<file path="config.mk">
export PLATFORM = sky130hd
export DESIGN_NAME = mem_arbiter_flat
export DESIGN_NICKNAME = d
export VERILOG_FILES = /design/src/rtl/mem_arbiter_if.sv /design/src/rtl/mem_arbiter.sv /design/src/flat_wrapper.sv
export SDC_FILE = /design/constraint.sdc
export NUM_CORES = 1
export LEC_CHECK = 0
export CORE_MARGIN = 2
export CORE_UTILIZATION = 39
export CTS_CLUSTER_DIAMETER = 30
export DETAILED_ROUTE_END_ITERATION = 10
export PLACE_DENSITY = 0.8
export SKIP_LAST_GASP = 1
export SLEW_MARGIN = 30
export SYNTH_ARGS = -nofsm -noshare
export SYNTH_HDL_FRONTEND = slang
export SYNTH_SLANG_ARGS = --single-unit
</file>
<file path="constraint.sdc">
create_clock -name clock -period 1.9 [get_ports clock]
set_input_delay 0.285 -clock clock [delete_from_list [all_inputs] [get_ports clock]]
set_output_delay 0.285 -clock clock [all_outputs]
set_load 0.01 [all_outputs]
</file>
<file path="src/rtl/mem_arbiter_if.sv">
// ============================================================================
// Module      : mem_arbiter_if
// Description : Bundle of the two requester ports, the memory controller side
//               and the shared completion signals of mem_arbiter.
//               slave  = arbiter view, master = requester / controller view.
// Revision    : 1.0  initial release
// ============================================================================
`default_nettype none

interface mem_arbiter_if #(
  parameter int DATA_WIDTH = 32
);
  logic                  request_0;
  logic                  request_1;
  logic [DATA_WIDTH-1:0] address_0;
  logic [DATA_WIDTH-1:0] address_1;
  logic [DATA_WIDTH-1:0] input_data_0;
  logic [DATA_WIDTH-1:0] input_data_1;
  logic                  should_write_0;
  logic                  should_write_1;
  logic [DATA_WIDTH-1:0] memory_controller_output_data;
  logic                  memory_controller_ready;
  logic [DATA_WIDTH-1:0] memory_address;
  logic [DATA_WIDTH-1:0] memory_input_data;
  logic                  memory_should_write;
  logic                  memory_request;
  logic [DATA_WIDTH-1:0] output_data;
  logic                  ready_0;
  logic                  ready_1;
  logic                  error;
  logic                  grant;

  modport slave (
    input  request_0, request_1, address_0, address_1,
    input  input_data_0, input_data_1, should_write_0, should_write_1,
    input  memory_controller_output_data, memory_controller_ready,
    output memory_address, memory_input_data, memory_should_write, memory_request,
    output output_data, ready_0, ready_1, error, grant
  );

  modport master (
    output request_0, request_1, address_0, address_1,
    output input_data_0, input_data_1, should_write_0, should_write_1,
    output memory_controller_output_data, memory_controller_ready,
    input  memory_address, memory_input_data, memory_should_write, memory_request,
    input  output_data, ready_0, ready_1, error, grant
  );
endinterface

`default_nettype wire

</file>
<file path="src/rtl/mem_arbiter.sv">
// ============================================================================
// Module      : mem_arbiter
// Description : Two-port (instruction L1 / data L1) arbiter in front of a
//               single memory controller. IDLE -> BUSY -> DONE -> IDLE, with a
//               BUSY timeout that aborts with a one-cycle error pulse.
//               Macro ARBITER_ROUND_ROBIN_EN: alternate winners on a tie
//               (port 0 first after reset); undefined: port 1 wins ties.
// Revision    : 1.0  initial release
// ============================================================================
`default_nettype none

module mem_arbiter #(
  parameter int DATA_WIDTH     = 32,
  parameter int TIMEOUT_CYCLES = 255   // legal range 1..255
) (
  input logic          clock,
  input logic          reset_n,
  mem_arbiter_if.slave bus
);

  localparam logic [7:0] c_TIMEOUT = 8'(TIMEOUT_CYCLES);

  typedef enum logic [1:0] {
    S_IDLE = 2'd0,
    S_BUSY = 2'd1,
    S_DONE = 2'd2
  } state_t;

  state_t                r_state;
  logic [7:0]            r_count;
  logic [DATA_WIDTH-1:0] r_address;
  logic [DATA_WIDTH-1:0] r_wdata;
  logic [DATA_WIDTH-1:0] r_rdata;
  logic                  r_write;
  logic                  r_mem_req;
  logic                  r_grant;
  logic                  r_ready_0;
  logic                  r_ready_1;
  logic                  r_error;

  logic                  w_any_req;
  logic                  w_winner;
  logic [7:0]            w_count_inc;

  assign w_any_req   = bus.request_0 | bus.request_1;
  assign w_count_inc = r_count + 8'd1;

`ifdef ARBITER_ROUND_ROBIN_EN
  // Port that was served last; resets to 1 so port 0 is preferred first.
  logic r_last_grant;

  // Tie goes to the port not served last, otherwise to the sole requester.
  always_comb begin
    w_winner = bus.request_1;
    if (bus.request_0 && bus.request_1) w_winner = ~r_last_grant;
  end

  // Remember the winner of every accepted request.
  always_ff @(posedge clock or negedge reset_n) begin
    if (!reset_n) begin
      r_last_grant <= 1'b1;
    end else if (r_state == S_IDLE && w_any_req) begin
      r_last_grant <= w_winner;
    end
  end
`else
  // Fixed priority: the data port wins whenever it is requesting.
  always_comb begin
    w_winner = bus.request_1;
  end
`endif

  // Main transaction state machine with registered outputs.
  always_ff @(posedge clock or negedge reset_n) begin
    if (!reset_n) begin
      r_state   <= S_IDLE;
      r_count   <= 8'd0;
      r_address <= '0;
      r_wdata   <= '0;
      r_rdata   <= '0;
      r_write   <= 1'b0;
      r_mem_req <= 1'b0;
      r_grant   <= 1'b0;
      r_ready_0 <= 1'b0;
      r_ready_1 <= 1'b0;
      r_error   <= 1'b0;
    end else begin
      case (r_state)
        S_IDLE: begin
          if (w_any_req) begin
            r_grant   <= w_winner;
            r_address <= w_winner ? bus.address_1      : bus.address_0;
            r_wdata   <= w_winner ? bus.input_data_1   : bus.input_data_0;
            r_write   <= w_winner ? bus.should_write_1 : bus.should_write_0;
            r_count   <= 8'd0;
            r_mem_req <= 1'b1;
            r_state   <= S_BUSY;
          end
        end
        S_BUSY: begin
          // Completion takes precedence over a timeout in the same cycle.
          if (bus.memory_controller_ready) begin
            if (!r_write) r_rdata <= bus.memory_controller_output_data;
            r_mem_req <= 1'b0;
            r_ready_0 <= ~r_grant;
            r_ready_1 <= r_grant;
            r_state   <= S_DONE;
          end else begin
            r_count <= w_count_inc;
            if (w_count_inc == c_TIMEOUT) begin
              r_mem_req <= 1'b0;
              r_error   <= 1'b1;
              r_state   <= S_DONE;
            end
          end
        end
        S_DONE: begin
          // Pulses last exactly one cycle; always pass through IDLE.
          r_ready_0 <= 1'b0;
          r_ready_1 <= 1'b0;
          r_error   <= 1'b0;
          r_state   <= S_IDLE;
        end
        default: begin
          r_state <= S_IDLE;
        end
      endcase
    end
  end

  assign bus.memory_address      = r_address;
  assign bus.memory_input_data   = r_wdata;
  assign bus.memory_should_write = r_write;
  assign bus.memory_request      = r_mem_req;
  assign bus.output_data         = r_rdata;
  assign bus.ready_0             = r_ready_0;
  assign bus.ready_1             = r_ready_1;
  assign bus.error               = r_error;
  assign bus.grant               = r_grant;

endmodule

`default_nettype wire

</file>
<file path="src/flat_wrapper.sv">
// flat-port wrapper written by rule: the top's interface ports become plain ports
module mem_arbiter_flat 
#(
  parameter int DATA_WIDTH     = 32,
  parameter int TIMEOUT_CYCLES = 255                        
)
  (clock, reset_n, bus_request_0, bus_request_1, bus_address_0, bus_address_1, bus_input_data_0, bus_input_data_1, bus_should_write_0, bus_should_write_1, bus_memory_controller_output_data, bus_memory_controller_ready, bus_memory_address, bus_memory_input_data, bus_memory_should_write, bus_memory_request, bus_output_data, bus_ready_0, bus_ready_1, bus_error, bus_grant);
  mem_arbiter_if #(.DATA_WIDTH(DATA_WIDTH)) bus_i ();
  input logic clock;
  input logic reset_n;
  input wire logic [$bits(bus_i.request_0)-1:0] bus_request_0;
  input wire logic [$bits(bus_i.request_1)-1:0] bus_request_1;
  input wire logic [$bits(bus_i.address_0)-1:0] bus_address_0;
  input wire logic [$bits(bus_i.address_1)-1:0] bus_address_1;
  input wire logic [$bits(bus_i.input_data_0)-1:0] bus_input_data_0;
  input wire logic [$bits(bus_i.input_data_1)-1:0] bus_input_data_1;
  input wire logic [$bits(bus_i.should_write_0)-1:0] bus_should_write_0;
  input wire logic [$bits(bus_i.should_write_1)-1:0] bus_should_write_1;
  input wire logic [$bits(bus_i.memory_controller_output_data)-1:0] bus_memory_controller_output_data;
  input wire logic [$bits(bus_i.memory_controller_ready)-1:0] bus_memory_controller_ready;
  output wire logic [$bits(bus_i.memory_address)-1:0] bus_memory_address;
  output wire logic [$bits(bus_i.memory_input_data)-1:0] bus_memory_input_data;
  output wire logic [$bits(bus_i.memory_should_write)-1:0] bus_memory_should_write;
  output wire logic [$bits(bus_i.memory_request)-1:0] bus_memory_request;
  output wire logic [$bits(bus_i.output_data)-1:0] bus_output_data;
  output wire logic [$bits(bus_i.ready_0)-1:0] bus_ready_0;
  output wire logic [$bits(bus_i.ready_1)-1:0] bus_ready_1;
  output wire logic [$bits(bus_i.error)-1:0] bus_error;
  output wire logic [$bits(bus_i.grant)-1:0] bus_grant;
  assign bus_i.request_0 = bus_request_0;
  assign bus_i.request_1 = bus_request_1;
  assign bus_i.address_0 = bus_address_0;
  assign bus_i.address_1 = bus_address_1;
  assign bus_i.input_data_0 = bus_input_data_0;
  assign bus_i.input_data_1 = bus_input_data_1;
  assign bus_i.should_write_0 = bus_should_write_0;
  assign bus_i.should_write_1 = bus_should_write_1;
  assign bus_i.memory_controller_output_data = bus_memory_controller_output_data;
  assign bus_i.memory_controller_ready = bus_memory_controller_ready;
  assign bus_memory_address = bus_i.memory_address;
  assign bus_memory_input_data = bus_i.memory_input_data;
  assign bus_memory_should_write = bus_i.memory_should_write;
  assign bus_memory_request = bus_i.memory_request;
  assign bus_output_data = bus_i.output_data;
  assign bus_ready_0 = bus_i.ready_0;
  assign bus_ready_1 = bus_i.ready_1;
  assign bus_error = bus_i.error;
  assign bus_grant = bus_i.grant;
  mem_arbiter #(.DATA_WIDTH(DATA_WIDTH), .TIMEOUT_CYCLES(TIMEOUT_CYCLES)) u_core (.clock(clock), .reset_n(reset_n), .bus(bus_i));
endmodule
</file>
==> results of run 1 <==
-- final timing paths --
kind / from / to / slack [ps] / depth (start not counted)
max: u_core.r_count[0] / u_core.bus.error / 120 / 5
min: reset_n / u_core.bus.output_data[5] / 400 / 2
max reg2reg: u_core.r_count[0] / u_core.bus.error / 120 / 5
min reg2reg: u_core.bus.output_data[3] / u_core.bus.output_data[3] / 500 / 1
max in group asynchronous: reset_n / u_core.bus.memory_address[31] / 820 / 3
min in group clock: u_core.bus.output_data[3] / u_core.bus.output_data[3] / 500 / 1
-- metal layers --
| metal | GRT usage | vias to the layer above | part of all wire |
|---|---|---|---|
| li1 | - | 2036 | - |
| met1 | 0.226 | 1985 | 0.38 |
| met2 | 0.358 | 163 | 0.52 |
| met3 | 0.0488 | 15 | 0.079 |
| met4 | 0.0706 | 0 | 0.016 |
| met5 | 0 | - | 0 |
-- registers in the layout, indices dropped and copies added (netlist names) --
| signal | count |
|---|---|
| u_core.bus.grant | 1 |
| u_core.bus.memory_address | 32 |
| u_core.bus.memory_should_write | 1 |
| u_core.bus.ready_0 | 1 |
| u_core.r_state | 2 |
| u_core.r_count | 8 |
| u_core.bus.memory_request | 1 |
| u_core.bus.memory_input_data | 32 |
| u_core.bus.error | 1 |
| u_core.bus.ready_1 | 1 |
| u_core.bus.output_data | 32 |
-- synth_stat cells (all sizes together) --
master | instances | area share
dfrtp | 112 | 0.57
nor2 | 68 | 0.052
a21oi | 67 | 0.068
mux2i | 65 | 0.13
mux2 | 32 | 0.073
buf | 20 | 0.025
nand2 | 12 | 0.0091
o21ai | 11 | 0.011
clkbuf | 8 | 0.0061
inv | 4 | 0.0030
a22o | 3 | 0.0053
nand3 | 3 | 0.0030
nor3b | 3 | 0.0068
xnor2 | 3 | 0.0053
and2 | 2 | 0.0025
ha | 2 | 0.0051
o21a | 2 | 0.0030
o22ai | 2 | 0.0025
o31ai | 2 | 0.0030
or3 | 2 | 0.0025
a211oi | 1 | 0.0025
a31oi | 1 | 0.0013
and2b | 1 | 0.0015
and3 | 1 | 0.0013
nand2b | 1 | 0.0013
nor3 | 1 | 0.0010
o21bai | 1 | 0.0015
o22a | 1 | 0.0018
o41ai | 1 | 0.0018
or2 | 1 | 0.0013
or3b | 1 | 0.0018
-- worst max-delay path: stages (launching register included) --
cell and delay, ps:
sky130_fd_sc_hd__dfrtp_1 420, sky130_fd_sc_hd__ha_1 260, sky130_fd_sc_hd__nand3_1 160, sky130_fd_sc_hd__or3_1 370
sky130_fd_sc_hd__a211oi_2 300, sky130_fd_sc_hd__a22o_1 190
-- kinds of logic (layout without fill, tap and decap cells) --
family                   Yosys count  count (layout)  share of synthesized area
AO/OA/AOI/OAI                     92              92                      0.102
XOR/XNOR                           3               3                    0.00531
adder cells (fa/ha/maj)            2               2                    0.00505
buffers and inverters             32             299                     0.0341
flip-flops                       112             112                      0.566
multiplexers                      97              97                      0.204
AND/OR/NAND/NOR                   96              96                     0.0841
-- cell type report --
type                            count  area, um2  share of cell area
Clock buffer                        9        225              0.0276
Sequential cell                   112       2800               0.343
Inverter                            4       15.0             0.00184
Clock inverter                      7       80.1             0.00981
Multi-Input combinational cell    290       1980               0.243
Tap cell                          172        215              0.0264
Timing Repair Buffer              279       2840               0.348
-- power by group through the flow --
stage                     Combinational (mW)  Sequential (mW)  Clock [mW]
after floorplan                         1.80             4.59           0
after global placement                  5.21             4.11           0
after detailed placement                5.37             4.16           0
after CTS                               5.40             4.12        1.99
after global routing                    5.74             4.25        2.10
final                                   5.32             4.10        1.94
==> key figures, run 1 <==
Power
  – Total power per unit cell area: 1390 nW/um2
  – Int Pwr: 7.58 mW
  – Relative contribution of the clock network to total power: 0.171
  – Peak supply drop: 0.600 mV
  – Comb power frac: 0.468
  – Switching power: 3.79 mW
  – Overall power of the completed layout: 11.4 mW
  – Switching share of total power: 0.333
  – Portion of total power attributed to sequential cells: 0.361
  – Leakage: 3.42 nW

Yosys
  – Cell count after synthesis: 434
  – Cell Area, Synth: 4950 um2
  – Sequential fraction of the synthesis area: 0.566
  – Number of warnings reported in the yosys synthesis log: 0
  – Average instance area after synthesis: 11.4 um2
  – Net count after synthesis: 603
  – Number of unique standard cell types used by synthesis: 36
  – Number of synthesized register bits: 112

Setup path
  – Setup Crit Path Kind: reg -> reg
  – Data required time of the critical path: 2200 ps
  – Crit. End Element: register
  – Critical Path Start Type: register
  – Peak fanout along the critical path: 6
  – Worst Path Arrival: 2070 ps

Drt
  – Antenna violation net count after detailed routing: 0
  – Total number of vias: 4199
  – Violation count after the first detailed-route iteration: 219
  – Wirelength, routed: 13800 um
  – Detailed-route DRC error count: 0
  – Detailed-router iteration count before antenna repair: 6
  – Vias per inst: 4.81
  – Routed wirelength normalized by instance count: 15.8 um

Finish
  – Number of nets in the final layout: 865
  – Number of standard cells in the layout, taps in and fillers out: 873
  – FILL cells: 1044
  – Share of cells above drive strength 1: 0.0884
  – Final design instance area without fill: 8160 um2
  – Ant diodes: 0
  – Layout area overhead: 64.7%
  – Core Util, Final: 0.652
  – Commonest non-fill, non-tap cells in the layout: 266 x sky130_fd_sc_hd__clkdlybuf4s50_1, 112 x sky130_fd_sc_hd__dfrtp_1, 67 x sky130_fd_sc_hd__nor2_1, 67 x sky130_fd_sc_hd__a21oi_1, 65 x sky130_fd_sc_hd__mux2i_1
  – Leading cell type in the layout, fill and taps excluded: sky130_fd_sc_hd__clkdlybuf4s50_1

Global route
  – Wire length of the first global-routing pass: 20700 um
  – Initial antenna violation count: 0
  – Pin count of the biggest net entering global routing: 67
  – Vias in the first global route: 4204
  – Grt total ovfl: 0
  – GRT Total Usage: 0.198

Die
  – Row count: 41
  – Overall die height: 117 um
  – Initial core utilization: 0.396
  – Count of boundary I/O pins: 269
  – Core Footprint: 12500 um2
  – Die Wd: 117 um
  – Full die area: 13600 um2

Placement
  – Final HPWL DP: 10500 um
  – Post-placement cell area: 7850 um2
  – Dpl cells: 856
  – Setup Slack @ Placement: 57.6 ps
  – PortBufs: 268
  – Final estimated routing congestion in global placement: 0.751

STA
  – Max-slew violation total from the final report: 0
  – Unrepaired setup endpoints after global routing: false
  – Relative max-transition margin: 0.663
  – Hold WS: 395 ps
  – Timing-limited maximum frequency: 563 MHz
  – Final sum of negative setup slack: 0 ps
  – Final clock period utilization by the worst path: 0.935
  – Worst clock skew: 8.95 ps
  – Post-layout minimum cycle time: 1780 ps
  – Total setup violations reported at the end of the flow: 0
  – Setup WS post-layout: 124 ps
  – Transition time at the pin with the least slew margin: 506 ps
  – Final hold vios: 0

Outcome
  – Result of the run: finished, final reports clean

Clock tree
  – Quantity of gates resized following cts: 0
  – Hold-fix buffers at CTS: 1
  – Clock latency on the worst-skew pair: 360 ps
  – TritonCTS buffer count: 9
  – Clock Root Buffer: sky130_fd_sc_hd__clkbuf_16
  – # clock sinks: 112
  – TritonCTS clock tree: yes
  – Number of H-tree levels: 3
  – CTS clk-pin slew, worst paths: 80 ps
  – Largest buffer count on any clock path: 2
  – Post-CTS setup-driven buffer insertion count: 0

Job
  – Number of violations of the max-capacitance limit: 0

Min path
  – Worst Hold Class: in -> async
(Power assumes the default switching activity.)
==> inputs of run 2 (changes only) <==
==> constraint.sdc (replaced) <==
create_clock -name clock -period 1.9 [get_ports clock]
set_input_delay 0.285 -clock clock [delete_from_list [all_inputs] [get_ports clock]]
set_output_delay 0.285 -clock clock [all_outputs]
set_load 0.005 [all_outputs]
==> results of run 2 <==
The final DEF is identical to that of run 1. Status: finished, final reports clean.
Among the figures that moved: total power 11.4 mW -> 11.0 mW; worst IR drop on VDD 0.600 mV -> 0.576 mV
==> inputs of run 3 (changes only) <==
--- a/config.mk
+++ b/config.mk
@@ -9,9 +9,10 @@
 export CORE_UTILIZATION = 39
 export CTS_CLUSTER_DIAMETER = 30
 export DETAILED_ROUTE_END_ITERATION = 10
+export HOLD_SLACK_MARGIN = 0.05
 export PLACE_DENSITY = 0.8
 export SKIP_LAST_GASP = 1
-export SLEW_MARGIN = 30
+export SLEW_MARGIN = 20
 export SYNTH_ARGS = -nofsm -noshare
 export SYNTH_HDL_FRONTEND = slang
 export SYNTH_SLANG_ARGS = --single-unit
==> results of run 3 <==
The final DEF is identical to that of run 1. Status: finished, final reports clean.
Among the figures that moved: total power 11.4 mW -> 11.0 mW; worst IR drop on VDD 0.600 mV -> 0.576 mV
